[config.mk]
export PLATFORM = sky130hd
export DESIGN_NAME = imem_loader
export DESIGN_NICKNAME = d
export VERILOG_FILES = /design/src/rtl/imem_loader.sv
export SDC_FILE = /design/constraint.sdc
export NUM_CORES = 1
export LEC_CHECK = 0
export BUFFER_PORTS_ARGS = -buffer_cell sky130_fd_sc_hd__buf_2
export CORE_MARGIN = 1.5
export CORE_UTILIZATION = 52
export CTS_CLUSTER_DIAMETER = 60
export DETAILED_ROUTE_END_ITERATION = 10
export GPL_TIMING_DRIVEN = 0
export PLACE_DENSITY = 0.73
export SYNTH_ARGS = -nofsm -noshare
export SYNTH_HDL_FRONTEND = slang
export SYNTH_SLANG_ARGS = --single-unit
[constraint.sdc]
create_clock -name clk -period 1.86 [get_ports clk]
set_input_delay 0.279 -clock clk [delete_from_list [all_inputs] [get_ports clk]]
set_output_delay 0.279 -clock clk [all_outputs]
set_load 0.005 [all_outputs]
[src/rtl/imem_loader.sv]
// ============================================================================
// imem_loader
// ----------------------------------------------------------------------------
// Boot-time instruction-memory loader. After a start pulse it reads a byte
// stream of the form
//     N (4 bytes, little-endian word count), then N words (4 bytes each, LE)
// and writes each assembled word into instruction memory at word address
// 0..N-1. The core is held in reset (cpu_rstn=0) until a load finishes
// successfully. A header count larger than the memory depth aborts the
// session in an error state without writing anything.
//
// Ports
//   clk          system clock, rising edge
//   rstn         asynchronous active-low reset
//   start        single-cycle pulse, begins a session from IDLE/DONE/ERR
//   byte_valid   source has a byte on byte_data this cycle
//   byte_data    stream byte
//   byte_ready   loader accepts a byte this cycle (HDR/DATA only)
//   imem_we      one-cycle word write strobe
//   imem_addr    word address of the write (0 when imem_we=0)
//   imem_wdata   word being written (0 when imem_we=0)
//   cpu_rstn     registered active-low reset to the core, high only in DONE
//   done         load completed successfully
//   err          header word count exceeded 2^DEPTH_LOG2
// ============================================================================
module imem_loader #(
    parameter int DEPTH_LOG2 = 10
) (
    input  logic                  clk,
    input  logic                  rstn,
    input  logic                  start,
    input  logic                  byte_valid,
    input  logic [7:0]            byte_data,
    output logic                  byte_ready,
    output logic                  imem_we,
    output logic [DEPTH_LOG2-1:0] imem_addr,
    output logic [31:0]           imem_wdata,
    output logic                  cpu_rstn,
    output logic                  done,
    output logic                  err
);

    // ------------------------------------------------------------------
    // State encoding
    // ------------------------------------------------------------------
    localparam logic [2:0] S_IDLE  = 3'd0;
    localparam logic [2:0] S_HDR   = 3'd1;
    localparam logic [2:0] S_DATA  = 3'd2;
    localparam logic [2:0] S_WRITE = 3'd3;
    localparam logic [2:0] S_DONE  = 3'd4;
    localparam logic [2:0] S_ERR   = 3'd5;

    // The word index carries one extra bit so that a full-depth load
    // (N = 2^DEPTH_LOG2) can count past the last address without wrapping
    // back to zero before the end-of-load comparison.
    localparam int         IDXW  = DEPTH_LOG2 + 1;
    localparam logic [32:0] DEPTH = 33'd1 << DEPTH_LOG2;

    // ------------------------------------------------------------------
    // State and datapath registers
    // ------------------------------------------------------------------
    logic [2:0]      state_q,    state_d;
    logic [1:0]      bcnt_q,     bcnt_d;     // bytes accepted in current 4-byte group
    logic [31:0]     hdr_q,      hdr_d;      // header word count N
    logic [31:0]     word_q,     word_d;     // word under assembly
    logic [IDXW-1:0] idx_q,      idx_d;      // current word index
    logic            cpu_rstn_q;

    logic            accept;
    logic [31:0]     hdr_nxt;
    logic [31:0]     word_nxt;
    logic [32:0]     idx_inc;

    // Byte handshake: only the two byte-consuming states offer ready.
    assign byte_ready = (state_q == S_HDR) || (state_q == S_DATA);
    assign accept     = byte_ready && byte_valid;

    // Bytes arrive least-significant first, so shifting each new byte in at
    // the top leaves the first byte in bits 7:0 after four shifts.
    assign hdr_nxt  = {byte_data, hdr_q[31:8]};
    assign word_nxt = {byte_data, word_q[31:8]};

    // Index of the word being written plus one, widened for comparison
    // against the full 32-bit header count.
    assign idx_inc  = 33'(idx_q) + 33'd1;

    // ------------------------------------------------------------------
    // Next-state logic
    // ------------------------------------------------------------------
    always_comb begin
        state_d = state_q;
        bcnt_d  = bcnt_q;
        hdr_d   = hdr_q;
        word_d  = word_q;
        idx_d   = idx_q;

        case (state_q)
            S_IDLE, S_DONE, S_ERR: begin
                // A new session starts from a clean slate.
                if (start) begin
                    state_d = S_HDR;
                    bcnt_d  = 2'd0;
                    hdr_d   = 32'd0;
                    word_d  = 32'd0;
                    idx_d   = '0;
                end
            end

            S_HDR: begin
                if (accept) begin
                    hdr_d  = hdr_nxt;
                    bcnt_d = bcnt_q + 2'd1;
                    if (bcnt_q == 2'd3) begin
                        // Decide on the fully assembled header, which
                        // includes the byte arriving this cycle.
                        if ({1'b0, hdr_nxt} > DEPTH) begin
                            state_d = S_ERR;
                        end else if (hdr_nxt == 32'd0) begin
                            state_d = S_DONE;
                        end else begin
                            state_d = S_DATA;
                        end
                    end
                end
            end

            S_DATA: begin
                if (accept) begin
                    word_d = word_nxt;
                    bcnt_d = bcnt_q + 2'd1;
                    if (bcnt_q == 2'd3) begin
                        state_d = S_WRITE;
                    end
                end
            end

            S_WRITE: begin
                // The write happens this cycle using idx_q; the index
                // advances for the next word.
                idx_d = idx_inc[IDXW-1:0];
                if (idx_inc == {1'b0, hdr_q}) begin
                    state_d = S_DONE;
                end else begin
                    state_d = S_DATA;
                end
            end

            default: begin
                state_d = S_IDLE;
            end
        endcase
    end

    // ------------------------------------------------------------------
    // Sequential state
    // ------------------------------------------------------------------
    always_ff @(posedge clk or negedge rstn) begin
        if (!rstn) begin
            state_q    <= S_IDLE;
            bcnt_q     <= 2'd0;
            hdr_q      <= 32'd0;
            word_q     <= 32'd0;
            idx_q      <= '0;
            cpu_rstn_q <= 1'b0;
        end else begin
            state_q    <= state_d;
            bcnt_q     <= bcnt_d;
            hdr_q      <= hdr_d;
            word_q     <= word_d;
            idx_q      <= idx_d;
            // Registered from the next state so the core reset releases on
            // the same edge that enters DONE and drops on the edge that
            // leaves it, with no combinational path to the pin.
            cpu_rstn_q <= (state_d == S_DONE);
        end
    end

    // ------------------------------------------------------------------
    // Outputs
    // ------------------------------------------------------------------
    assign imem_we    = (state_q == S_WRITE);
    assign imem_addr  = imem_we ? idx_q[DEPTH_LOG2-1:0] : '0;
    assign imem_wdata = imem_we ? word_q : 32'd0;
    assign done       = (state_q == S_DONE);
    assign err        = (state_q == S_ERR);
    assign cpu_rstn   = cpu_rstn_q;

endmodule

Word level (Yosys, flattened, before mapping)
Index checks and enable logic that the tools add are counted.
- add/subtract/negate cells: 2
- $lt $le $gt $ge: 1
- equal/unequal tests: 12
- muxes and demuxes: 21
- reductions and logical operators: 14
- operator list (operator ; number):
    $mux 32 ; 4
    $pmux 32 s2 ; 2
    $eq 12x32->1 ; 1
    $gt 32x11->1 const B ; 1
    $logic_not 32->1 ; 1
    $mux 3 ; 8
    $pmux 11 s2 ; 1
    $add 11x1->12 const B ; 1
    $pmux 3 s4 ; 1
    $mux 11 ; 1
    $mux 10 ; 1
    $eq 3x3->1 const B ; 3
    $reduce_and 3->1 ; 3
    $reduce_bool 2->1 ; 4
    $eq 3x2->1 const B ; 2
    $ne 2x2->1 const B ; 3
    $mux 2 ; 2
    $pmux 2 s2 ; 1
    $eq 3x1->1 const B ; 1
    $logic_not 3->1 ; 1
    $reduce_or 3->1 ; 1
    $add 2x1->2 const B ; 1
    $eq 2x2->1 const B ; 1
    $ne 2x1->1 const B ; 1
    4 further kinds ; 4
- register bits after elaboration: 81
- input port bits: 12
- output and inout port bits: 47

Logic depth before layout (Yosys ltp)
Gate-level depths: netlist (run 1).
- word-level depth: 7
- mapped depth: 8

Worst setup path before layout (run 1)
Ideal clock, no wire load.
- path type: register -> register
- start point: register idx_q[0]
- end point: register state_q[1]
- arrival time: 1.847 ns
- setup slack: -0.111 ns
- cell stages (with the launch flop): 8
- path buffers: 0
- period minus slack after synthesis: 1.971 ns
- cell sequence: dfrtp_1 > ha_1 > and3_1 > xnor3_1 > nand3b_1 > nor4_2 > a21oi_1 > a211o_1
- cells in the longest elaborated chain, start to end: 4
- ends and longest elaborated chain (item ; RTL line ; source):
    from (decl) ; 66 ; logic [IDXW-1:0] idx_q, idx_d;
    from (signal assigned) ; 170 ; idx_q <= idx_d;
    $add 11x1->12 ; 85 ; assign idx_inc = 33'(idx_q) + 33'd1;
    $eq 12x32->1 ; 141 ; if (idx_inc == {1'b0, hdr_q}) begin
    $mux 3 ; 141 ;
    $pmux 3 s4 ; 97 ; case (state_q)
    net state_d[1] ; 62 ; logic [2:0] state_q, state_d;
    to (signal assigned) ; 166 ; state_q <= state_d;
    to (decl) ; 62 ;
The timed path passes the listed nets, and every way through them passes these cells.
A chain may end at the register's enable or synchronous reset.

Worst setup path in the final report (run 1)
- start point: register hdr_q[8]
- end point: register cpu_rstn_q, in the netlist cpu_rstn
- cells in the longest elaborated chain, start to end: 7
- ends and longest elaborated chain (item ; RTL line ; source):
    from (decl) ; 64 ; logic [31:0] hdr_q, hdr_d;
    from (signal assigned) ; 168 ; hdr_q <= hdr_d;
    branches (longest 5 deep; another with $gt 32x11->1) ; n/a ;
    $pmux 3 s4 (*) ; 97 ;
    $eq 3x3->1 (*) ; 174 ; cpu_rstn_q <= (state_d == S_DONE);
    to (signal assigned) ; 174 ;
    to (decl) ; 67 ; logic cpu_rstn_q;
Mark *: on every way between the ends.

==> out/metrics.csv, run 1 <==
stage,metric,value,unit
synth,synthTopCellsByCount,"nand2_1, dfrtp_1, o21ai_0, and3_1, clkbuf_1",
final_layout,final_core_util,67.5,%
sta,min_period_over_period,105,%
final_layout,nFillCells,666,
synth,yosysUniqueCellTypes,42,
worst_setup_path,crit_chain,"or4_4, nor4_4, xor2_1, o21ai_1, o21a_1, a211oi_2",
grt,antenna_found_initial,0,
synth,synth_top_area_share,49.5,%
outcome,failed_checks,setup timing,
placement,hpwl,6.98,mm
power_and_ir_drop,p_leak,2.59,nW
sta,finalHoldViolCount,0,
detailed_routing,vias,3866,
detailed_routing,drtPass1Iterations,5,
synth,syn_inst,486,
floorplanning,dieArea,8410,um^2
worst_setup_path,slowest_delay,0.52,ns
detailed_routing,drt_iter0_drc,236,
power_and_ir_drop,clockPowerShare,21.4,%
synth,yosysMostFrequentCell,nand2_1,
sta,relSlewSlack,71.7,%
power_and_ir_drop,p_sw_share,37.1,%
floorplanning,std_cell_rows,32,
worst_setup_path,critPathCaptureType,flop,
floorplanning,io_pins,59,
clocking,cts_sinks,81,
sta,fin_ws,-0.0938,ns
floorplanning,coreArea,7690,um^2
clocking,htreeDepth,3,
synth,yosys_warnings,0,
detailed_routing,wl_per_cell,15.3,um
placement,io_buffers,58,
worst_setup_path,cpLargestDelayFamily,simple AND/OR/NAND/NOR gates,
grt,grt_pass1_wl,17.1,mm
detailed_routing,via_per_inst,5.61,
clocking,cts_buffers,9,
final_layout,area_growth,26.8,%
clocking,clkTransAtPathRegs,0.08,ns
synth,yosysSeqAreaShare,49.5,%
floorplanning,start_util,53.2,%
synth,synth_nets,500,
synth,synth_area_leaders,"dfrtp_1, nand2_1, o21ai_0",
worst_setup_path,slowest_stage,or4_4,
synth,yosys.area.top_type,dfrtp_1,
detailed_routing,totalWireLength,10.5,mm
final_layout,final_net_count,596,
worst_setup_path,worstPathRequired,2.12,ns
synth,synth_edf_count,0,
worst_setup_path,critPathKind,flop to flop,
sta,rsz0062_at_grt,true,
sta,worst_pin_slew,0.424,ns
placement,gp_congestion,0.834,
power_and_ir_drop,p_seq_share,44.7,%
detailed_routing,drc,0,
synth,async_flop_share,100,%
placement,place_inst,647,
detailed_routing,drt.antenna.violating_nets,0,
final_layout,diodes,0,
final_layout,layoutNonFillerInstCount,689,
final_layout,layout-drive-gt1-share,27.1,%
synth,syn_avg_cell_area,8.42,um^2
job,maxCapViolCount,0,
power_and_ir_drop,p_sw,2.24,mW
clocking,clock_path_buffers,2,
worst_setup_path,cp-start-kind,flop,
sta,slew_viol_final,0,
worst_hold_path,hold_path.class,input pin to flop,
synth,synth_seq_cells,81,
worst_setup_path,crit_buf_inv,0,
sta,fin_tns_setup,-0.174,ns
sta,max_freq,0.512,GHz
grt,grt_start_max_net_pins,60,
clocking,clock_latency,0.36,ns
grt,globalRouteOverflowTotal,0,
sta,fin_skew,0.0112,ns
sta,period_minus_slack,1.95,ns
worst_setup_path,timing.critical_path.arrival,2.22,ns
grt,grt_pass1_vias,3521,
floorplanning,die_x,91.7,um
worst_setup_path,worst-path-max-fanout,2,
sta,setup_viol,2,
grt,track_usage,25.7,%
power_and_ir_drop,pwr-share-comb,33.9,%
synth,netlist_area,4090,um^2
power_and_ir_drop,ir_drop,0.828,mV
floorplanning,die_y,91.7,um
clocking,cts_root_buf,clkbuf_8,
outcome,status,"finished, violations left",
synth,ys.flop_type,dfrtp_1,
power_and_ir_drop,p_total,6.04,mW
power_and_ir_drop,power_density,1160,nW/um^2
power_and_ir_drop,internal_power,3.80,mW
clocking,tritoncts,built,
==> sequential cells by signal, indices dropped and copies added, names as in the netlist <==
signal    cells
idx_q        11
state_q       3
word_q       32
hdr_q        32
cpu_rstn      1
bcnt_q        2
==> power by group through the flow <==
stage,Clock (mW),Sequential [mW],Combinational (mW)
detailed placement,0,2.75,1.64
global route,1.40,2.76,2.32
floorplan,0,2.59,1.27
finish,1.29,2.70,2.05
CTS,1.31,2.68,1.96
global placement,0,2.72,1.58
==> cell usage in the layout, fill, tap and decap left out, types with 2 or more instances in the layout <==
master	instances
a21oi_2	2
nor4_4	2
clkbuf_8	10
nor2_1	13
nand2b_1	2
a211oi_2	2
and3_4	2
o21ai_0	76
buf_2	59
o31ai_1	3
clkbuf_2	19
clkbuf_1	2
nand3_1	8
nor3_1	4
nor3_2	2
dfrtp_2	3
and4_1	2
dfrtp_1	78
and3_1	44
nand2_1	144
a21oi_1	8
nor4_1	4
or4_4	2
xnor2_1	13
clkbuf_4	2
buf_8	2
nand3b_1	3
buf_6	5
inv_1	4
xor2_1	4
o21ai_1	4
buf_4	25
==> per-stage QoR <==
stage / setup WS, ns / hold WS, ns / cell area [um^2]
floorplan: -0.0182 / -0.0166 / 4090
global placement: -0.378 / 0.456 / 4510
detailed placement: -0.408 / 0.201 / 4540
CTS: -0.0916 / 0.175 / 4990
global route: -0.228 / 0.181 / 5190
finish: -0.0938 / 0.180 / 5190
==> routing by layer <==
layer / track usage, % / share of wire (%)
met4: 8.85 / 2.0
met2: 40.5 / 48
met3: 3.15 / 4.7
met5: 0 / 0
met1: 36.8 / 46
==> worst min-delay path: stages <==
cell and delay [ns]:
buf_2 0.11, nand2_1 0.05, a21oi_1 0.05
==> final timing paths <==
check                              from          to  slack (ns)  cells past startpoint
setup reg to reg               hdr_q[8]    cpu_rstn       -0.09                      6
max in group asynchronous          rstn  state_q[2]        0.89                      3
setup / recovery               hdr_q[8]    cpu_rstn       -0.09                      6
hold / removal             byte_data[7]  word_q[31]        0.18                      3
hold reg to reg               word_q[6]   word_q[6]        0.48                      2
min in group asynchronous          rstn   hdr_q[29]        0.35                      2
==> repair_timing <==
item                                    CTS  global route
gates cloned                              0             4
buffers inserted                         18             3
endpoints found under the setup margin  116           113
gates resized for setup                  33            77
hold buffers                              1             0
pin swaps                                15             7
endpoints found under the hold margin    22             0
==> layout make-up <==
| type | count | area [um^2] | share of cell area (%) |
|---|---|---|---|
| tap | 102 | 128 | 2.46 |
| buffer | 32 | 226 | 4.37 |
| sequential | 81 | 2030 | 39.1 |
| timing repair buffer | 85 | 539 | 10.4 |
| clock inverter | 4 | 51.3 | 0.989 |
| clock buffer | 12 | 145 | 2.80 |
| inverter | 6 | 27.5 | 0.531 |
| multi-input combinational | 367 | 2040 | 39.3 |
==> logic make-up (layout without fill, tap and decap cells) <==
group / Yosys count / count (layout) / share of synthesized area, %
fa+ha+maj: 2 / 2 / 0.612
simple gates: 243 / 243 / 28.2
xor+xnor: 19 / 19 / 4.40
flops: 81 / 81 / 49.5
compound gates: 103 / 103 / 13.5
buf+inv: 38 / 139 / 3.67
(Power assumes the default switching activity.)
==> run 2, diff against run 1 <==
PLACE_DENSITY = 0.87   (was 0.73)
==> out/metrics.csv, run 2 (same netlist as run 1, synthesis figures left out) <==
stage,metric,value,unit,change
final_layout,diodes,0,,unchanged
sta,fin_tns_setup,-0.503,ns,-0.329 ns
worst_setup_path,worstPathRequired,2.14,ns,+0.02 ns
sta,rsz0062_at_grt,true,,
worst_hold_path,hold_end,word_q[26],,
placement,io_buffers,58,,unchanged
clocking,cts_sinks,81,,unchanged
worst_setup_path,rr_endpoint,cpu_rstn,,
worst_hold_path,min_path_cells,3,,unchanged
clocking,cts_root_buf,clkbuf_8,,
clocking,clkTransAtPathRegs,0.08,ns,about the same
placement,gp_congestion,0.885,,+6.1%
worst_setup_path,critPathKind,flop to flop,,
sta,min_period_over_period,109,%,+4.4 points
detailed_routing,drt_iter0_drc,367,,+56%
grt,track_usage,26.0,%,+0.31 points
worst_setup_path,cp-start-kind,flop,,
worst_hold_path,hp-start,byte_data[2],,
detailed_routing,via_per_inst,5.83,,+3.9%
clocking,clock_path_buffers,2,,unchanged
power_and_ir_drop,p_total,6.26,mW,+3.6%
detailed_routing,totalWireLength,10.9,mm,+3.5%
sta,max_freq,0.491,GHz,-4.0%
worst_hold_path,hold_path.class,input pin to flop,,
sta,relSlewSlack,74.2,%,+2.5 points
floorplanning,die_y,91.7,um,unchanged
power_and_ir_drop,power_density,1230,nW/um^2,+5.4%
sta,slew_viol_final,0,,unchanged
detailed_routing,drt.antenna.violating_nets,0,,unchanged
clocking,cts_buffers,9,,unchanged
power_and_ir_drop,internal_power,3.92,mW,+3.2%
worst_setup_path,timing.critical_path.arrival,2.32,ns,+0.10 ns
placement,hpwl,6.93,mm,-0.64%
grt,grt_pass1_wl,17.3,mm,+0.93%
detailed_routing,drc,0,,unchanged
worst_setup_path,r2r-start,hdr_q[9],,
floorplanning,io_pins,59,,unchanged
power_and_ir_drop,pwr-share-comb,33.2,%,-0.7 points
outcome,failed_checks,setup timing,,
sta,holdWs,0.177,ns,-0.00325 ns
final_layout,largestRegisters,"hdr_q (32), word_q (32), idx_q (11)",,
power_and_ir_drop,p_leak,2.56,nW,-1.2%
outcome,status,"finished, violations left",,
worst_setup_path,critPathCaptureType,flop,,
sta,worst_pin_slew,0.387,ns,-0.0372 ns
floorplanning,dieArea,8410,um^2,unchanged
placement,place_ws,-0.414,ns,-0.00639 ns
worst_setup_path,worst-path-max-fanout,2,,unchanged
grt,globalRouteOverflowTotal,0,,unchanged
detailed_routing,vias,3965,,+2.6%
detailed_routing,wl_per_cell,16.0,um,+4.9%
grt,antenna_found_initial,0,,unchanged
clocking,htreeDepth,3,,unchanged
final_layout,final_net_count,587,,-1.5%
placement,place_area,4540,um^2,unchanged
sta,fin_skew,0.00760,ns,-0.00357 ns
worst_setup_path,r2r_slack,-0.18,ns,-0.08 ns
floorplanning,start_util,53.2,%,unchanged
clocking,tritoncts,built,,
sta,period_minus_slack,2.04,ns,+0.0815 ns
power_and_ir_drop,p_sw_share,37.4,%,+0.29 points
final_layout,fin_area,5100,um^2,-1.7%
sta,finalHoldViolCount,0,,unchanged
detailed_routing,drtPass1Iterations,6,,+1
power_and_ir_drop,p_sw,2.34,mW,+4.5%
final_layout,area_growth,24.6,%,
floorplanning,std_cell_rows,32,,unchanged
floorplanning,coreArea,7690,um^2,unchanged
floorplanning,die_x,91.7,um,unchanged
final_layout,final_core_util,66.3,%,-1.1 points
final_layout,final_common_cell,nand2_1,,
final_layout,layout-drive-gt1-share,25.8,%,-1.3 points
grt,grt_pass1_vias,3647,,+3.6%
grt,grt_start_max_net_pins,77,,+28%
sta,setup_viol,4,,+2
sta,fin_ws,-0.175,ns,-0.0815 ns
power_and_ir_drop,p_seq_share,43.8,%,-0.9 points
clocking,clock_latency,0.36,ns,about the same
power_and_ir_drop,ir_drop,0.753,mV,-9.0%
final_layout,layoutNonFillerInstCount,680,,-1.3%
final_layout,final_cell_mix,"nand2_1, dfrtp_1, o21ai_0",,
power_and_ir_drop,clockPowerShare,23.1,%,+1.7 points
worst_setup_path,worstRegToRegCells,6,,unchanged
placement,place_inst,647,,unchanged
job,maxCapViolCount,0,,unchanged
[run 2: worst max-delay path: stages, from the launching register on]
cell	delay, ns
dfrtp_1	0.40
or4_4	0.55
nor4_4	0.28
xor2_1	0.26
o21ai_1	0.12
o21a_1	0.15
a211oi_2	0.20
[run 2: power groups by stage]
| stage | Combinational, mW | Sequential [mW] | Clock [mW] |
|---|---|---|---|
| after floorplan | 1.27 | 2.59 | 0 |
| after global placement | 1.56 | 2.71 | 0 |
| after detailed placement | 1.65 | 2.74 | 0 |
| after CTS | 1.93 | 2.69 | 1.44 |
| after global routing | 2.31 | 2.80 | 1.52 |
| final | 2.07 | 2.74 | 1.44 |
[run 2: layout make-up]
type	instances	area, um^2
fillers	577	2590
multi-input cells	367	2040
flip-flops and latches	81	2030
repair buffers	76	460
plain buffers	32	195
clock buffers	12	145
well taps	102	128
clock inverters	4	73.8
inverters	6	22.5
[run 2: how the worst max path moves through the flow]
stage / startpoint / end / slack [ns]
after floorplan: hdr_q[14] / state_q[1] / -0.02
after global placement: idx_q[0] / state_q[1] / -0.33
after detailed placement: idx_q[0] / state_q[1] / -0.41
after CTS: hdr_q[8] / cpu_rstn / -0.11
after global routing: hdr_q[9] / cpu_rstn / -0.25
final: hdr_q[9] / cpu_rstn / -0.18
[run 2: what timing repair did]
item | CTS | global route
gates resized for setup | 38 | 58
hold buffers | 1 | 0
hold endpoints to repair | 5 | 0
setup buffers | 13 | 2
setup endpoints to repair | 116 | 111
cloned | 0 | 1
pin swaps | 13 | 2
[run 2: metal layers]
metal | GRT usage [%] | share of wire [%] | up-vias
met5 | 0 | 0 | -
li1 | - | - | 1829
met4 | 10.9 | 3.0 | 0
met2 | 41.3 | 49 | 198
met1 | 34.8 | 41 | 1905
met3 | 5.31 | 7.5 | 33
